--- src/rtl/serial_adder_pkg.sv ---
// Shared definitions for the digit-serial adder/subtractor.
//   state_t   : FSM encoding (IDLE, RUN, DONE)
//   cnt_width : width of a counter that must hold values 0..n-1 (at least 1 bit)
package serial_adder_pkg;

  typedef enum logic [1:0] {
    IDLE = 2'd0,
    RUN  = 2'd1,
    DONE = 2'd2
  } state_t;

  function automatic int unsigned cnt_width(input int unsigned n);
    return (n < 2) ? 1 : $clog2(n);
  endfunction

endpackage

--- src/rtl/serial_adder_digit_adder.sv ---
// Combinational ripple of DIGIT full-adder cells.
//   x, y     : digit operands
//   cin      : carry into the least significant bit
//   s        : digit sum
//   cout     : carry out of the top bit
//   c_msb_in : carry into the top bit (used for signed overflow)
module digit_adder #(
  parameter int unsigned DIGIT = 1
) (
  input  logic [DIGIT-1:0] x,
  input  logic [DIGIT-1:0] y,
  input  logic             cin,
  output logic [DIGIT-1:0] s,
  output logic             cout,
  output logic             c_msb_in
);

  logic [DIGIT:0] c;

  // Full-adder chain, carry rippling from bit 0 upward.
  always_comb begin
    c    = '0;
    s    = '0;
    c[0] = cin;
    for (int i = 0; i < int'(DIGIT); i++) begin
      s[i]   = x[i] ^ y[i] ^ c[i];
      c[i+1] = (x[i] & y[i]) | (x[i] & c[i]) | (y[i] & c[i]);
    end
  end

  assign cout     = c[DIGIT];
  assign c_msb_in = c[DIGIT-1];

endmodule

--- src/rtl/serial_adder.sv ---
// Digit-serial adder/subtractor: processes WIDTH-bit operands DIGIT bits per
// clock, LSB first, with a registered carry between digits.
//   clk, rst  : rising-edge clock, asynchronous active-high reset
//   start     : begin an operation (ignored while busy)
//   sub       : 0 = a+b, 1 = a-b (sampled with start)
//   a, b      : operands (sampled with start)
//   busy      : operation in progress
//   done      : one-cycle pulse when sum/c_out/overflow are updated
//   sum       : result modulo 2^WIDTH
//   c_out     : carry out of MSB (subtract: 1 = no borrow)
//   overflow  : signed overflow
module serial_adder
  import serial_adder_pkg::*;
#(
  parameter int unsigned WIDTH = 8,
  parameter int unsigned DIGIT = 1
) (
  input  logic             clk,
  input  logic             rst,
  input  logic             start,
  input  logic             sub,
  input  logic [WIDTH-1:0] a,
  input  logic [WIDTH-1:0] b,
  output logic             busy,
  output logic             done,
  output logic [WIDTH-1:0] sum,
  output logic             c_out,
  output logic             overflow
);

  localparam int unsigned NDIG = WIDTH / DIGIT;
  localparam int unsigned CW   = cnt_width(NDIG);

  // Reject illegal parameter combinations at elaboration.
  if ((WIDTH < 2) || (DIGIT < 1) || ((WIDTH % DIGIT) != 0)) begin : gen_param_check
    $error("serial_adder: WIDTH must be >= 2 and a multiple of DIGIT");
  end

  state_t            state, state_nxt;
  logic [WIDTH-1:0]  areg, breg;
  logic              carry;
  logic [CW-1:0]     cnt;
  logic              load, step, fin;

  logic [DIGIT-1:0]  dsum;
  logic              dcout, dcmsb;
  logic [WIDTH-1:0]  p_nxt;

  digit_adder #(.DIGIT(DIGIT)) u_digit (
    .x        (areg[DIGIT-1:0]),
    .y        (breg[DIGIT-1:0]),
    .cin      (carry),
    .s        (dsum),
    .cout     (dcout),
    .c_msb_in (dcmsb)
  );

  // Partial result: earlier digits sit below the digit being produced now.
  // With a single digit there is nothing to remember.
  if (NDIG == 1) begin : gen_single
    assign p_nxt = dsum;
  end else begin : gen_multi
    logic [WIDTH-DIGIT-1:0] preg;
    assign p_nxt = {dsum, preg};
    always_ff @(posedge clk or posedge rst) begin
      if (rst)       preg <= '0;
      else if (step) preg <= p_nxt[WIDTH-1:DIGIT];
    end
  end

  // State register.
  always_ff @(posedge clk or posedge rst) begin
    if (rst) state <= IDLE;
    else     state <= state_nxt;
  end

  // Next-state and datapath strobes.
  always_comb begin
    state_nxt = state;
    load      = 1'b0;
    step      = 1'b0;
    fin       = 1'b0;
    case (state)
      IDLE: begin
        if (start) begin
          load      = 1'b1;
          state_nxt = RUN;
        end
      end
      RUN: begin
        step = 1'b1;
        if (cnt == CW'(NDIG - 1)) begin
          fin       = 1'b1;
          state_nxt = DONE;
        end
      end
      DONE: begin
        if (start) begin
          load      = 1'b1;
          state_nxt = RUN;
        end else begin
          state_nxt = IDLE;
        end
      end
      default: state_nxt = IDLE;
    endcase
  end

  // Operand shifters, carry and digit counter. Subtraction is a + ~b + 1.
  always_ff @(posedge clk or posedge rst) begin
    if (rst) begin
      areg  <= '0;
      breg  <= '0;
      carry <= 1'b0;
      cnt   <= '0;
    end else if (load) begin
      areg  <= a;
      breg  <= sub ? ~b : b;
      carry <= sub;
      cnt   <= '0;
    end else if (step) begin
      areg  <= areg >> DIGIT;
      breg  <= breg >> DIGIT;
      carry <= dcout;
      cnt   <= cnt + CW'(1);
    end
  end

  // Result registers change only on the completion edge.
  always_ff @(posedge clk or posedge rst) begin
    if (rst) begin
      sum      <= '0;
      c_out    <= 1'b0;
      overflow <= 1'b0;
    end else if (fin) begin
      sum      <= p_nxt;
      c_out    <= dcout;
      overflow <= dcout ^ dcmsb;
    end
  end

  // Handshake outputs decoded from the next state so they align with it.
  always_ff @(posedge clk or posedge rst) begin
    if (rst) begin
      busy <= 1'b0;
      done <= 1'b0;
    end else begin
      busy <= (state_nxt == RUN);
      done <= (state_nxt == DONE);
    end
  end

endmodule
--- config.mk ---
export PLATFORM = sky130hd
export DESIGN_NAME = serial_adder
export DESIGN_NICKNAME = d
export VERILOG_FILES = /design/src/rtl/serial_adder_pkg.sv /design/src/rtl/serial_adder_digit_adder.sv /design/src/rtl/serial_adder.sv
export SDC_FILE = /design/constraint.sdc
export NUM_CORES = 1
export LEC_CHECK = 0
export ABC_AREA = 0
export CORE_MARGIN = 2
export CORE_UTILIZATION = 55
export CTS_CLUSTER_DIAMETER = 100
export DETAILED_ROUTE_END_ITERATION = 12
export MAX_ROUTING_LAYER = met4
export PLACE_DENSITY = 0.91
export SYNTH_ARGS = -nofsm -noshare
export SYNTH_HDL_FRONTEND = slang
export SYNTH_SLANG_ARGS = --single-unit
export TNS_END_PERCENT = 10
--- constraint.sdc ---
create_clock -name clk -period 3.13 [get_ports clk]
set_input_delay 0.939 -clock clk [delete_from_list [all_inputs] [get_ports clk]]
set_output_delay 0.939 -clock clk [all_outputs]
set_load 0.1 [all_outputs]
Yosys cells after proc, flatten, opt, wreduce, memory -nomap -nowiden

Cells that the tools add are included.

Memories: 0
Latch bits: 0
Flip-flop bits (word level): 41
Memory bits (read-only): 0
RAM bits: 0
Input port bits: 20
Word-level logic and storage cells: 47

Mux-type cells: 18
Equal/unequal tests: 5
Div/mod/pow operators: 0
Bitwise gates (word level): 9
$lt $le $gt $ge: 0
Reduce and logical (&&, ||, !) cells: 3
$mul: 0
Add/sub/neg operators: 1
Shifts and indexed selects: 0

Operators by type and width:

| cell                                                                  | count |
|---|---|
| 8-bit two-way mux                                                     | 5 |
| 1-bit two-way mux                                                     | 8 |
| 8-bit NOT                                                             | 1 |
| 3-bit two-way mux                                                     | 2 |
| 2-bit case mux with 3 select lines                                    | 1 |
| 2-bit by 1-bit equality test with 1-bit output, second input constant | 2 |
| 2-bit equality test, second input constant                            | 2 |
| 2-bit two-way mux                                                     | 2 |
| 3-bit by 1-bit adder with 3-bit output, second input constant         | 1 |
| 1-bit bitwise AND                                                     | 3 |
| 3-bit equality test, second input constant                            | 1 |
| 1-bit XOR                                                             | 3 |
| 2-bit zero test                                                       | 1 |
| 1-bit bitwise OR                                                      | 2 |
| 2-bit nonzero test                                                    | 1 |
| 2-bit OR reduction                                                    | 1 |

Longest topological paths before layout

Depth in word-level cells: 5
Gate-level depth with buffers: 6

Modules after synthesis

From an unflattened synthesis, not the netlist that was laid out.

Cell total of the unflattened synthesis: 170
Area total of the unflattened synthesis: 1769.2 sq um

By module, submodules not included:

| module       | area an instance (sq um) | times used | sequential area each (sq um) | cells each |
|---|---|---|---|---|
| serial_adder | 1741.7                   | 1          | 1026.0                       | 168 |
| digit_adder  | 27.5                     | 1          | 0.0                          | 2 |

Worst setup path after synthesis

OpenSTA, ideal clock, no wires.

Kind: reg-to-output
From: reg overflow
To: out overflow
Arrival: 897 ps
Path slack: 1294 ps
Path buffers: 0
Required time: 2191 ps
Stages on the path, launching flop included: 1
Path through: dfrtp_1

RTL lines:

| element                  | line                | text |
|---|---|---|
| start: declaration       | serial_adder.sv:28  | `output logic overflow` |
| start signal: assignment | serial_adder.sv:138 | `overflow <= dcout ^ dcmsb;` |

No word-level cell between the ends.

Worst setup path in the final report

From: in start
To: reg cnt[0]

Cells in the longest elaborated chain, start to end: 3
Elaborated cells between the ends (all ways): 4
Those cells by class: mux (3); reduce/logical (1)

Ends and longest elaborated chain:

| element                                                 | line                                   | text |
|---|---|---|
| start: declaration                                      | serial_adder.sv:20                     | `input logic start,` |
| 1-bit two-way mux (*)                                   | serial_adder.sv:85, serial_adder.sv:98 |  |
| 1-bit two-way mux (*)                                   | n/a                                    |  |
| 3-bit two-way mux or 2-bit nonzero test (tied branches) | n/a                                    |  |
| end signal: assignment                                  | serial_adder.sv:125                    | `cnt <= cnt + CW'(1);` |
| end: declaration                                        | serial_adder.sv:42                     | `logic [CW-1:0] cnt;` |

Mark *: on every way between the ends. The rest lies on a longest branch, timed or not.
A chain may end at the register's enable or synchronous reset.

==> run metrics <==
status finished clean; Final Non-Filler Cells 210; Synth Area in XOR/XNOR 4.494%; CP Capture Type register; adder-cell area share of the yosys netlist 2.568%; HPWL Detailed 2064 um; layout cells sized above 1 24.70%; Top FF cell, synth dfrtp_1; WP data required 3.43 ns; register area share after synthesis 58.49%; Startpoint Class primary input; CP Class in2reg; Clock transition at path regs 0.11 ns; Tcrit/Tclk final 69.49%; Synth async-reset ratio 100.0%; total placed cells including tap cells 202; Compound-Gate Fraction of Synth Area 11.91%; post-synth design cell area 1754 um2; DRC marker count from the first detailed-route iteration 38; largest family of logic cells by synthesized area multiplexers; most common cell in the netlist dfrtp_1; Avg Synthesized Cell Area 13.29 um2; worst-skew pair later-pin latency 0.35 ns; Die Y-Extent 60.48 um; CTS root buffer clkbuf_4; slew margin rel. 51.76%; Num Clock Sinks 41; First-pass DRT Iterations 4; Diodes inserted 0; Port Buffers 31; vias 1133; Hold Violations, Final 0; post-synthesis cell count 132; total core area 3053 um2; top cells by area, synth dfrtp_1 58%, mux2_2 11%, a22o_1 5.5%; Core Util, Final 70.00%; Num CTS Buffers 5; fin crit period 2.175 ns; final slew viol count 0; antenna-violating nets left 0; Setup Fix Bufs, Post-CTS 0; Synth top cells by count 41 x dfrtp_1, 17 x mux2_2, 11 x a22o_1, 9 x nand2_1, 9 x o21ai_0; final setup TNS 0 ns; Crit Path Max Fanout 12; Die W 60.48 um; nets@finish 188; PostCTS Resize Cnt 0; register area 1026 um2; number of synthesized register bits 41; EDFF count, synth 0; Initial Util 57.46%; first-pass GRT wire length 4767 um; routed wire length 2823 um; multi-input logic area 671.9 um2; top cell type by total area after synthesis dfrtp_1; Die Area 3657 um2; Yosys cell types 20; GRT Util Overall 19.12%; Min Hold Slack 0.4924 ns; vias in the first global route 1123; Max Freq 459.8 MHz; worst min path class reg2reg; post-DR vias/cell 5.395; antenna violations before repair 0; top-area cell type share of the netlist area 58.49%; clock buffer depth 2; largest net degree at the start of global routing 42; RSZ-0062 raised after global routing no; Syn. warnings 0; Layout area overhead 21.83%; H-tree depth 2; std cell rows 20; # DRC 0; syn nets 155; Fillers 243; CTS tree built; CTS Hold Bufs 0; clock skew 0.003897 ns; Least-Margin Pin Slew 0.7209 ns; cell chain of the critical path clkdlybuf4s50_1 > nor2b_1 > buf_4 > nor2_1 > mux2_2; mux share of post-synthesis cell area 15.48%; global route total overflow 0; max cap viols 0; simple-gate portion of the synthesized area 3.852%; routability cong. 0.6857; Crit-path slowest cell nor2_1; Worst EP arrival 2.48 ns; CP max stage delay 0.57 ns; Boundary Pins 32; WL per Instance 13.44 um; Final Setup Violations 0
[cell type report]
class	instances	share of cell area, %
clock buffers	7	3.044
repair buffers	34	14.17
well taps	44	2.576
clock inverters	1	0.2342
inverters	3	0.5269
flip-flops and latches	41	48.01
multi-input cells	80	31.44
[layout by cell type (no fill, tap or decap), types with 5 or more instances in the layout]
cell             instances
mux2i_1                  8
o21ai_0                  9
mux2_2                  17
buf_4                   15
dfrtp_1                 41
xor2_1                   8
clkdlybuf4s50_1         19
nand2_1                  9
clkbuf_4                 5
a22o_1                  11
a21o_1                   7
[logic make-up after synthesis]
kind of cell | after synthesis
AO/OA/AOI/OAI | 29
XOR/XNOR | 9
adder cells (fa/ha/maj) | 3
buffers and inverters | 11
flip-flops | 41
multiplexers | 25
AND/OR/NAND/NOR | 14
[per-layer routing]
| layer | global-route usage (%) | vias to the layer above | routed length (um) | share of wire (%) |
|---|---|---|---|---|
| li1 | - | 527 | - | - |
| met4 | 10.87 | 0 | 72 | 2.6 |
| met5 | - | - | 0 | 0 |
| met2 | 31.83 | 30 | 1474 | 52 |
| met3 | 5.544 | 7 | 146 | 5.2 |
| met1 | 20.31 | 569 | 1129 | 40 |
[state kept, by name, summed over array words and instances (netlist names)]
register        count
cnt                 3
breg                8
busy                1
gen_multi.preg      7
done                1
carry               1
areg                8
c_out               1
overflow            1
sum                 8
state               2
[worst max-delay path, delay by kind of cell]
family        cells  cell delay [ns]
mux               1             0.28
simple gates      2             0.70
buf+inv           2             0.55
[worst paths after layout]
| kind | from | endpoint | slack [ns] | cells past startpoint |
|---|---|---|---|---|
| hold reg to reg | areg[2] | areg[2] | 0.49 | 1 |
| hold / removal | areg[2] | areg[2] | 0.49 | 1 |
| min in group asynchronous | rst | gen_multi.preg[2] | 0.99 | 3 |
| setup / recovery | start | cnt[0] | 0.96 | 5 |
| setup reg to reg | cnt[0] | sum[0] | 1.34 | 4 |
| max in group asynchronous | rst | breg[4] | 1.80 | 3 |
[metrics by stage]
step                setup WS [ns]  area [um2]
global route               0.8691        2137
detailed placement         0.5747        2067
global placement           0.6291        2067
CTS                        0.9553        2137
floorplan                   1.245        1754
finish                     0.9551        2137
Power is not shown: default switching activity piles up to over one toggle a cycle in this logic, so the estimate is an artifact.
